<file path="config.mk">
export PLATFORM = sky130hd
export DESIGN_NAME = serial_tx_feeder
export DESIGN_NICKNAME = d
export VERILOG_FILES = /design/src/rtl/serial_pkg.sv /design/src/rtl/sync_fifo.sv /design/src/rtl/serial_tx_feeder.sv
export SDC_FILE = /design/constraint.sdc
export NUM_CORES = 1
export LEC_CHECK = 0
export BUFFER_PORTS_ARGS = -buffer_cell sky130_fd_sc_hd__buf_4
export CAP_MARGIN = 40
export CORE_MARGIN = 2
export CORE_UTILIZATION = 60
export DETAILED_ROUTE_END_ITERATION = 16
export PLACE_DENSITY = 0.82
export SLEW_MARGIN = 10
export SYNTH_ARGS = -nofsm -noshare
export SYNTH_HDL_FRONTEND = slang
export SYNTH_SLANG_ARGS = --single-unit
export TNS_END_PERCENT = 50
</file>
<file path="constraint.sdc">
create_clock -name clk -period 3.1 [get_ports clk]
set_input_delay 0.465 -clock clk [delete_from_list [all_inputs] [get_ports clk]]
set_output_delay 0.465 -clock clk [all_outputs]
set_load 0.05 [all_outputs]
</file>
<file path="src/rtl/serial_pkg.sv">
// Shared definitions for the serial transmit path (feeder and serial_write).
package serial_pkg;

  localparam int DEFAULT_DATA_BITS = 8;

  typedef enum logic [1:0] {
    IDLE      = 2'd0,
    LOAD      = 2'd1,
    WAIT_DONE = 2'd2,
    GAP       = 2'd3
  } tx_state_t;

endpackage

</file>
<file path="src/rtl/sync_fifo.sv">
// Single-clock FIFO with registered count, combinational head output and
// synchronous flush. Pushes while full are ignored here; the caller flags them.
module sync_fifo #(
  parameter int WIDTH = 8,
  parameter int DEPTH = 16
) (
  input  logic                       clk,
  input  logic                       rst,
  input  logic                       flush,
  input  logic                       push,
  input  logic                       pop,
  input  logic [WIDTH-1:0]           din,
  output logic [WIDTH-1:0]           dout,
  output logic [$clog2(DEPTH+1)-1:0] count,
  output logic                       full,
  output logic                       empty
);

  localparam int AW = (DEPTH > 1) ? $clog2(DEPTH) : 1;
  localparam int CW = $clog2(DEPTH+1);

  logic [WIDTH-1:0] mem [DEPTH];
  logic [AW-1:0]    wr_ptr;
  logic [AW-1:0]    rd_ptr;
  logic             do_push;
  logic             do_pop;

  assign full    = (count == CW'(DEPTH));
  assign empty   = (count == '0);
  assign do_push = push && !full && !flush;
  assign do_pop  = pop && !empty;
  assign dout    = mem[rd_ptr];

  // Pointers wrap naturally because DEPTH is a power of two.
  always_ff @(posedge clk) begin
    if (!rst) begin
      wr_ptr <= '0;
      rd_ptr <= '0;
      count  <= '0;
    end else if (flush) begin
      wr_ptr <= '0;
      rd_ptr <= '0;
      count  <= '0;
    end else begin
      if (do_push) wr_ptr <= wr_ptr + 1'b1;
      if (do_pop)  rd_ptr <= rd_ptr + 1'b1;
      case ({do_push, do_pop})
        2'b10:   count <= count + 1'b1;
        2'b01:   count <= count - 1'b1;
        default: count <= count;
      endcase
    end
  end

  always_ff @(posedge clk) begin
    if (do_push) mem[wr_ptr] <= din;
  end

endmodule

</file>
<file path="src/rtl/serial_tx_feeder.sv">
// Byte queue between the USB receive parser and the UART transmitter; hands
// bytes over one at a time using save_data and the transmitter's TiP flag.
module serial_tx_feeder
  import serial_pkg::*;
#(
  parameter int DATA_BITS    = DEFAULT_DATA_BITS,
  parameter int FIFO_DEPTH   = 16,
  parameter int LOAD_TIMEOUT = 1023,
  parameter int CNT_W        = $clog2(FIFO_DEPTH+1)
) (
  input  logic                 clk,
  input  logic                 rst,
  input  logic [DATA_BITS-1:0] in_data,
  input  logic                 in_valid,
  output logic                 in_ready,
  input  logic                 flush,
  output logic [DATA_BITS-1:0] tx_data,
  output logic                 save_data,
  input  logic                 tip,
  output logic [CNT_W-1:0]     fifo_count,
  output logic                 overflow,
  output logic                 tx_stall
);

  localparam int TMO_W = $clog2(LOAD_TIMEOUT+1);

  tx_state_t            state;
  tx_state_t            state_nxt;
  logic [TMO_W-1:0]     tmo_cnt;
  logic [TMO_W-1:0]     tmo_nxt;
  logic                 pop;
  logic                 stall_set;
  logic                 ovf_set;
  logic                 full;
  logic                 empty;
  logic [DATA_BITS-1:0] head;

  sync_fifo #(
    .WIDTH (DATA_BITS),
    .DEPTH (FIFO_DEPTH)
  ) u_fifo (
    .clk   (clk),
    .rst   (rst),
    .flush (flush),
    .push  (in_valid),
    .pop   (pop),
    .din   (in_data),
    .dout  (head),
    .count (fifo_count),
    .full  (full),
    .empty (empty)
  );

  assign in_ready = !full;
  assign ovf_set  = in_valid && full && !flush;

  // IDLE also waits on tip so a frame still running after reset is not overrun.
  always_comb begin
    state_nxt = state;
    tmo_nxt   = tmo_cnt;
    pop       = 1'b0;
    stall_set = 1'b0;
    case (state)
      IDLE: begin
        if (!empty && !tip) begin
          pop       = 1'b1;
          state_nxt = LOAD;
        end
      end
      LOAD: begin
        if (tip) begin
          state_nxt = WAIT_DONE;
          tmo_nxt   = '0;
        end else if (tmo_cnt == TMO_W'(LOAD_TIMEOUT - 1)) begin
          stall_set = 1'b1;
          state_nxt = IDLE;
          tmo_nxt   = '0;
        end else begin
          tmo_nxt = tmo_cnt + 1'b1;
        end
      end
      WAIT_DONE: begin
        if (!tip) state_nxt = GAP;
      end
      GAP:     state_nxt = IDLE;
      default: state_nxt = IDLE;
    endcase
  end

  always_ff @(posedge clk) begin
    if (!rst) begin
      state     <= IDLE;
      tmo_cnt   <= '0;
      save_data <= 1'b0;
      tx_data   <= '0;
      overflow  <= 1'b0;
      tx_stall  <= 1'b0;
    end else begin
      state     <= state_nxt;
      tmo_cnt   <= tmo_nxt;
      save_data <= (state_nxt == LOAD);
      if (pop) tx_data <= head;
      // flush clears the sticky flags but leaves the in-flight handoff alone.
      if (flush) begin
        overflow <= 1'b0;
        tx_stall <= 1'b0;
      end else begin
        if (ovf_set)   overflow <= 1'b1;
        if (stall_set) tx_stall <= 1'b1;
      end
    end
  end

endmodule

</file>
* Word level (Yosys, flattened, before mapping) *
Memory sizes are Yosys's and may differ from the RTL's. A register that Yosys moved wholly into a read port is not among the register bits.
Cells that the tools add are included.

storage, ports and cells
  register bits = 28
  bits in writable memories = 128
  output and inout port bits = 17
  logic and storage cells = 53
  memories kept = 1

memories
  memory      words  bits a word  rd ports  clocked after Yosys merged registers in  wr ports  line             RTL
  u_fifo.mem  16     8            1         1                                        1         sync_fifo.sv:22  logic [WIDTH-1:0] mem [DEPTH];

cells by class
  add/subtract/negate cells = 5
  eq/ne operators = 8
  mux-type cells = 15
  bitwise gates (word level) = 1
  reduce and logical (&&, ||, !) cells = 15

operator list
  kind                     number
  $mux W10                 2
  $add A10 B1 Y10 const B  1
  $eq A10 B10 Y1 const B   1
  $pmux W5 S2              1
  $add A4 B1 Y4 const B    2
  $mux W2                  4
  $pmux W2 S4              1
  $mux W1                  7
  $eq A2 B1 Y1 const B     3
  $eq A2 B2 Y1 const B     3
  $logic_and A1 B1 Y1      6
  $add A5 B1 Y5 const B    1
  $eq A5 B5 Y1 const B     1
  $logic_not A1 Y1         5
  $logic_not A5 Y1         1
  $sub A5 B1 Y5 const B    1
  $logic_not A2 Y1         1
  $reduce_bool A2 Y1       1
  $reduce_or A2 Y1         1
  $not A1 Y1               1

* Depth between registers and ports, before layout *
  depth in word-level cells = 8
  gate-level depth with buffers = 11

* By module *
Synthesis repeated with hierarchy kept, for this count alone.

unflattened totals
  cells, all modules = 436
  area total of the unflattened synthesis = 6,951.7 sq um

by module, submodules not included
  module            instances  cells an instance  area each (sq um)  sequential area each (sq um)
  sync_fifo         1          319                5,854.4            4,184.0
  serial_tx_feeder  1          117                1,097.3            460.4

* Worst setup path before layout *
No wires, ideal clock.

  path kind = register to register
  start point = register u_fifo.count[0]
  end point = register u_fifo.count[4]
  setup time = 0.070 ns
  data arrival time = 2.946 ns
  data required time = 3.030 ns
  setup slack = 0.084 ns
  cell stages (with the launch flop) = 12
  path buffers = 1
  path through = dfxtp_1 nor4_4 a2111oi_4 buf_2 ha_1 inv_1 fa_1 nor2b_1 o21ai_1 nor4b_1 or3_1 a21oi_1

on the way
  longest elaborated chain between the ends = 8

ends and longest elaborated chain
  element                                                   line                                     RTL
  start, declared                                           sync_fifo.sv:14                          output logic [$clog2(DEPTH+1)-1:0] count,
  start signal, assigned                                    sync_fifo.sv:48                          2'b10: count <= count + 1'b1;
  start signal, assigned                                    sync_fifo.sv:49                          2'b01: count <= count - 1'b1;
  start signal, assigned                                    sync_fifo.sv:50                          default: count <= count;
  $logic_not A5 Y1 *                                        sync_fifo.sv:29                          assign empty = (count == '0);
  $logic_not A1 Y1 *                                        sync_fifo.sv:31, serial_tx_feeder.sv:65
  $logic_and A1 B1 Y1                                       serial_tx_feeder.sv:65                   if (!empty && !tip) begin
  $mux W1                                                   serial_tx_feeder.sv:65
  $mux W1                                                   serial_tx_feeder.sv:63                   case (state)
  $logic_and A1 B1 Y1 *                                     sync_fifo.sv:31                          assign do_pop = pop && !empty;
  via u_fifo.do_pop                                         sync_fifo.sv:26                          logic do_pop;
  $eq A2 B1 Y1 / $eq A2 B2 Y1 (equally long branches)       sync_fifo.sv:47                          case ({do_push, do_pop})
  $pmux W5 S2 / $reduce_bool A2 Y1 (equally long branches)  -

Mark *: on every way through the listed nets, which the timed path passes. The rest lies on a longest branch.
A chain may end at the register's enable or synchronous reset.

* Worst setup path after layout *
  start point = register u_fifo.count[0]
  end point = register u_fifo.count[4]

on the way
  longest elaborated chain between the ends = 8

ends and longest elaborated chain
  element                                                   line
  $logic_not A5 Y1                                          sync_fifo.sv:29
  $logic_not A1 Y1                                          sync_fifo.sv:31, serial_tx_feeder.sv:65
  $logic_and A1 B1 Y1                                       serial_tx_feeder.sv:65
  $mux W1                                                   serial_tx_feeder.sv:65
  $mux W1                                                   serial_tx_feeder.sv:63
  $logic_and A1 B1 Y1                                       sync_fifo.sv:31
  $eq A2 B1 Y1 / $eq A2 B2 Y1 (equally long branches)       sync_fifo.sv:47
  $pmux W5 S2 / $reduce_bool A2 Y1 (equally long branches)  -

Several ways; a longest one is shown, not always the timed one.

==> results.md <==
| Metric | Value |
|:---|:---|
| Final Hold Violating Endpoints | 0 |
| Power density over cell area | 615 nW/um2 |
| Share of the yosys chip area belonging to registers | 67.9% |
| Die width | 110 um |
| Number of buffers inserted by post-CTS setup repair | 0 |
| Worst Hold Depth | 2 |
| Area growth from synthesis to layout | 15.7% |
| Worst hold endpoint | save_data$_SDFF_PN0_ |
| Crit path launch type | flip-flop |
| Number of global-route vias before repair | 3982 |
| I/O Buffers | 29 |
| Syn Nets | 484 |
| Max-Cap Viols | 0 |
| Overall via count from detail_route | 4041 |
| Slew Viols, Final | 0 |
| Critical path class | reg2reg |
| Post-Syn Area | 6720 um2 |
| Category of the worst setup path capture point | flip-flop |
| Number of I/O pins | 30 |
| Detailed placement HPWL | 8620 um |
| Highest clock frequency the design can meet | 0.345 GHz |
| Chip Height | 110 um |
| Result of the run | complete, no violations |
| Total non-filler cell area in the finished layout | 7780 um2 |
| Count of antenna-violating nets left after detailed routing | 0 |
| Type of the tightest min-delay check | in2reg |
| Hold_buf cts | 0 |
| Depth of the most critical reg-to-reg path | 11 |
| Worst EP required | 3.56 ns |
| Die area | 12100 um2 |
| Worst-path maximum fanout | 9 |
| Slew at the pin closest to its max-slew limit | 0.884 ns |
| Worst reg2reg path startpoint | u_fifo.count[0]$_SDFFE_PP0P_ |
| Total area of sequential cells | 4570 um2 |
| Grt total ovfl | 0 |
| Number of antenna violations at the first check in global routing | 0 |
| Average wire per standard cell | 21.0 um |
| Count of state elements after synthesis | 164 |
| H-Tree Level Count | 4 |
| Leakage power | 2.53 nW |
| Count of final setup violators | 0 |
| Min-delay src | tip |
| Global placement routability congestion | 0.840 |
| Overall routing resource usage | 25.0% |
| TritonRoute pass-1 iters | 5 |
| Clock network latency to the later pin of the worst-skew pair | 0.54 ns |
| CTS tree | done |
| Total of fill cells in the finished design | 690 |
| Cell at the root of the clock tree | clkbuf_8 |
| Clock Skews | 0.0100 ns |
| DRC marker count from the first detailed-route iteration | 649 |
| Final Instance Count excl. Fillers | 658 |
| Endpoint of the worst-slack reg-to-reg timing path | u_fifo.count[4]$_SDFFE_PP0P_ |
| Clock period minus final worst setup slack | 2.90 ns |
| Number of placed instances with taps included | 626 |
| Count of inserted antenna diode cells | 0 |
| Minimum setup slack after placement | 0.244 ns |
| Global-route wire length before repair | 21300 um |
| Area taken by multi-input logic gates | 2010 um2 |
| Warning count from the yosys run | 0 |
| Async S/R FF share, synth | 0% |
| Arrival time at the worst endpoint | 3.35 ns |
| Post-cts sizing count | 0 |
| Gate count after technology mapping | 459 |
| Fraction of the cycle the final worst path needs | 93.4% |
| Number of synthesized flops with an enable pin | 128 |
| Wire length reported by the detailed router | 13800 um |
| Largest net degree at the start of global routing | 57 |
| Final setup margin | 0.204 ns |
| Register-to-register setup slack | 0.20 ns |
| Synth Flop Type | edfxtp_1 |
| Slew Limit Headroom | 39.5% |
| Placeable core region | 10900 um2 |
| Distinct cell type count after synthesis | 47 |
| Setup total negative slack | 0 ns |
| Site Rows | 38 |
| TritonCTS Buffers | 17 |
| Vias/cell | 6.14 |
| Bufs on Longest Clock Path | 2 |
| CTS sink count | 164 |
| Share of layout cells above drive strength 1 | 17.6% |
| Number of DRC violations after detailed routing | 0 |
| Worst supply voltage drop on vdd | 607 uV |
| Cell area reported after detailed placement | 7150 um2 |
| Clock-pin slew on the worst setup and hold paths | 0.07 ns |
| Mapped Avg Cell Area | 14.6 um2 |
| Setup repair after global routing missed its margin | false |
| Final nets | 530 |
| Initial core utilization | 61.7% |
-- worst max-delay path by stage --
stage	startpoint	to	slack, ns	cells past startpoint
floorplan	u_fifo.count[0]$_SDFFE_PP0P_	u_fifo.count[4]$_SDFFE_PP0P_	0.08	11
global placement	u_fifo.count[0]$_SDFFE_PP0P_	u_fifo.count[4]$_SDFFE_PP0P_	0.42	11
detailed placement	u_fifo.count[0]$_SDFFE_PP0P_	u_fifo.count[4]$_SDFFE_PP0P_	0.24	11
CTS	u_fifo.count[0]$_SDFFE_PP0P_	u_fifo.count[4]$_SDFFE_PP0P_	0.24	11
global route	u_fifo.count[0]$_SDFFE_PP0P_	u_fifo.count[4]$_SDFFE_PP0P_	0.002	11
finish	u_fifo.count[0]$_SDFFE_PP0P_	u_fifo.count[4]$_SDFFE_PP0P_	0.20	11
-- synthesized netlist by cell type (7+ instances only) --
master    instances  share of area [%]
o21ai_1          19                1.4
nand2_1          33                1.8
o22ai_1          22                2.0
dfxtp_1          36                 11
a21oi_1          15                1.1
clkbuf_1          7               0.39
inv_1             9               0.50
mux2i_1          46                6.9
nor2_1           31                1.7
edfxtp_1        128                 57
buf_2             9               0.67
o21ai_0           7               0.52
ha_1             11                2.0
xor2_1            7               0.91
nor3_1           10               0.74
-- area by class of cell --
class	instances	area share [%]
tap	140	2.25
clock inverter	12	2.61
clock buffer	20	5.47
inverter	9	0.434
multi-input combinational	266	25.8
sequential	164	58.7
timing repair buffer	47	4.70
-- per-layer routing --
metal  part of all wire (%)  GRT usage [%]  vias up  wire, um
li1                       -              -     1855         -
met1                     40           31.0     1980      5520
met2                     51           40.9      181      6990
met3                    7.7           8.60       25      1070
met4                    1.8           8.59        0       249
met5                      0              0        -         0
-- kinds of logic (layout without fill, tap and decap cells) --
group / Yosys count / in the layout / share of synthesized area (%)
AOI/OAI and AO/OA: 82 / 82 / 8.15
buffers and inverters: 29 / 88 / 2.20
and+or+nand+nor: 107 / 107 / 7.78
adders and majority gates: 12 / 12 / 2.35
muxes: 56 / 56 / 10.4
xor gates and xnor gates: 9 / 9 / 1.17
DFF: 164 / 164 / 67.9
-- through the flow --
stage	total power (W)	util (%)	hold WS [ns]
final	0.00478	71.4	0.157
after floorplan	0.00253	-	0.433
after global placement	0.00260	65.7	0.448
after global routing	0.00490	71.4	0.144
after CTS	0.00480	71.4	0.138
after detailed placement	0.00261	65.7	0.455
-- critical path, stage by stage (launching register included) --
cell and delay, ns:
dfxtp_1 0.39, nor4_4 0.49, a21boi_2 0.22, inv_1 0.09, ha_1 0.25, inv_1 0.10, fa_1 0.39, nor2b_1 0.16
o21ai_1 0.09, nor4b_1 0.16, or3_1 0.34, a21oi_1 0.13
-- where the power goes --
part           switching [W]  leakage [nW]  total, W  internal [W]
Sequential         0.0000110          1.44   0.00239       0.00238
Clock               0.000826         0.304   0.00222       0.00139
Combinational       0.000115         0.785  0.000169     0.0000541
-- cells in the final DEF, fill, tap and decap left out, types with 7 or more instances in the layout --
master     instances
nand2_1           33
buf_4             46
a21oi_1           15
ha_1              11
o21ai_1           19
mux2i_1           46
o22ai_1           22
o21ai_0            7
xor2_1             7
clkbuf_16         16
nor2_1            31
edfxtp_1         128
nor3_1            10
dfxtp_1           35
inv_1              9
-- sequential cells by signal (all words and copies together) (netlist names) --
| signal | cells |
|---|---|
| u_fifo.rd_ptr | 4 |
| tmo_cnt | 10 |
| state | 2 |
| u_fifo.mem | 128 |
| u_fifo.wr_ptr | 4 |
| tx_data | 8 |
| u_fifo.count | 5 |
| overflow | 1 |
| tx_stall | 1 |
| save_data | 1 |
No activity file was read; power rests on OpenSTA's default activity.
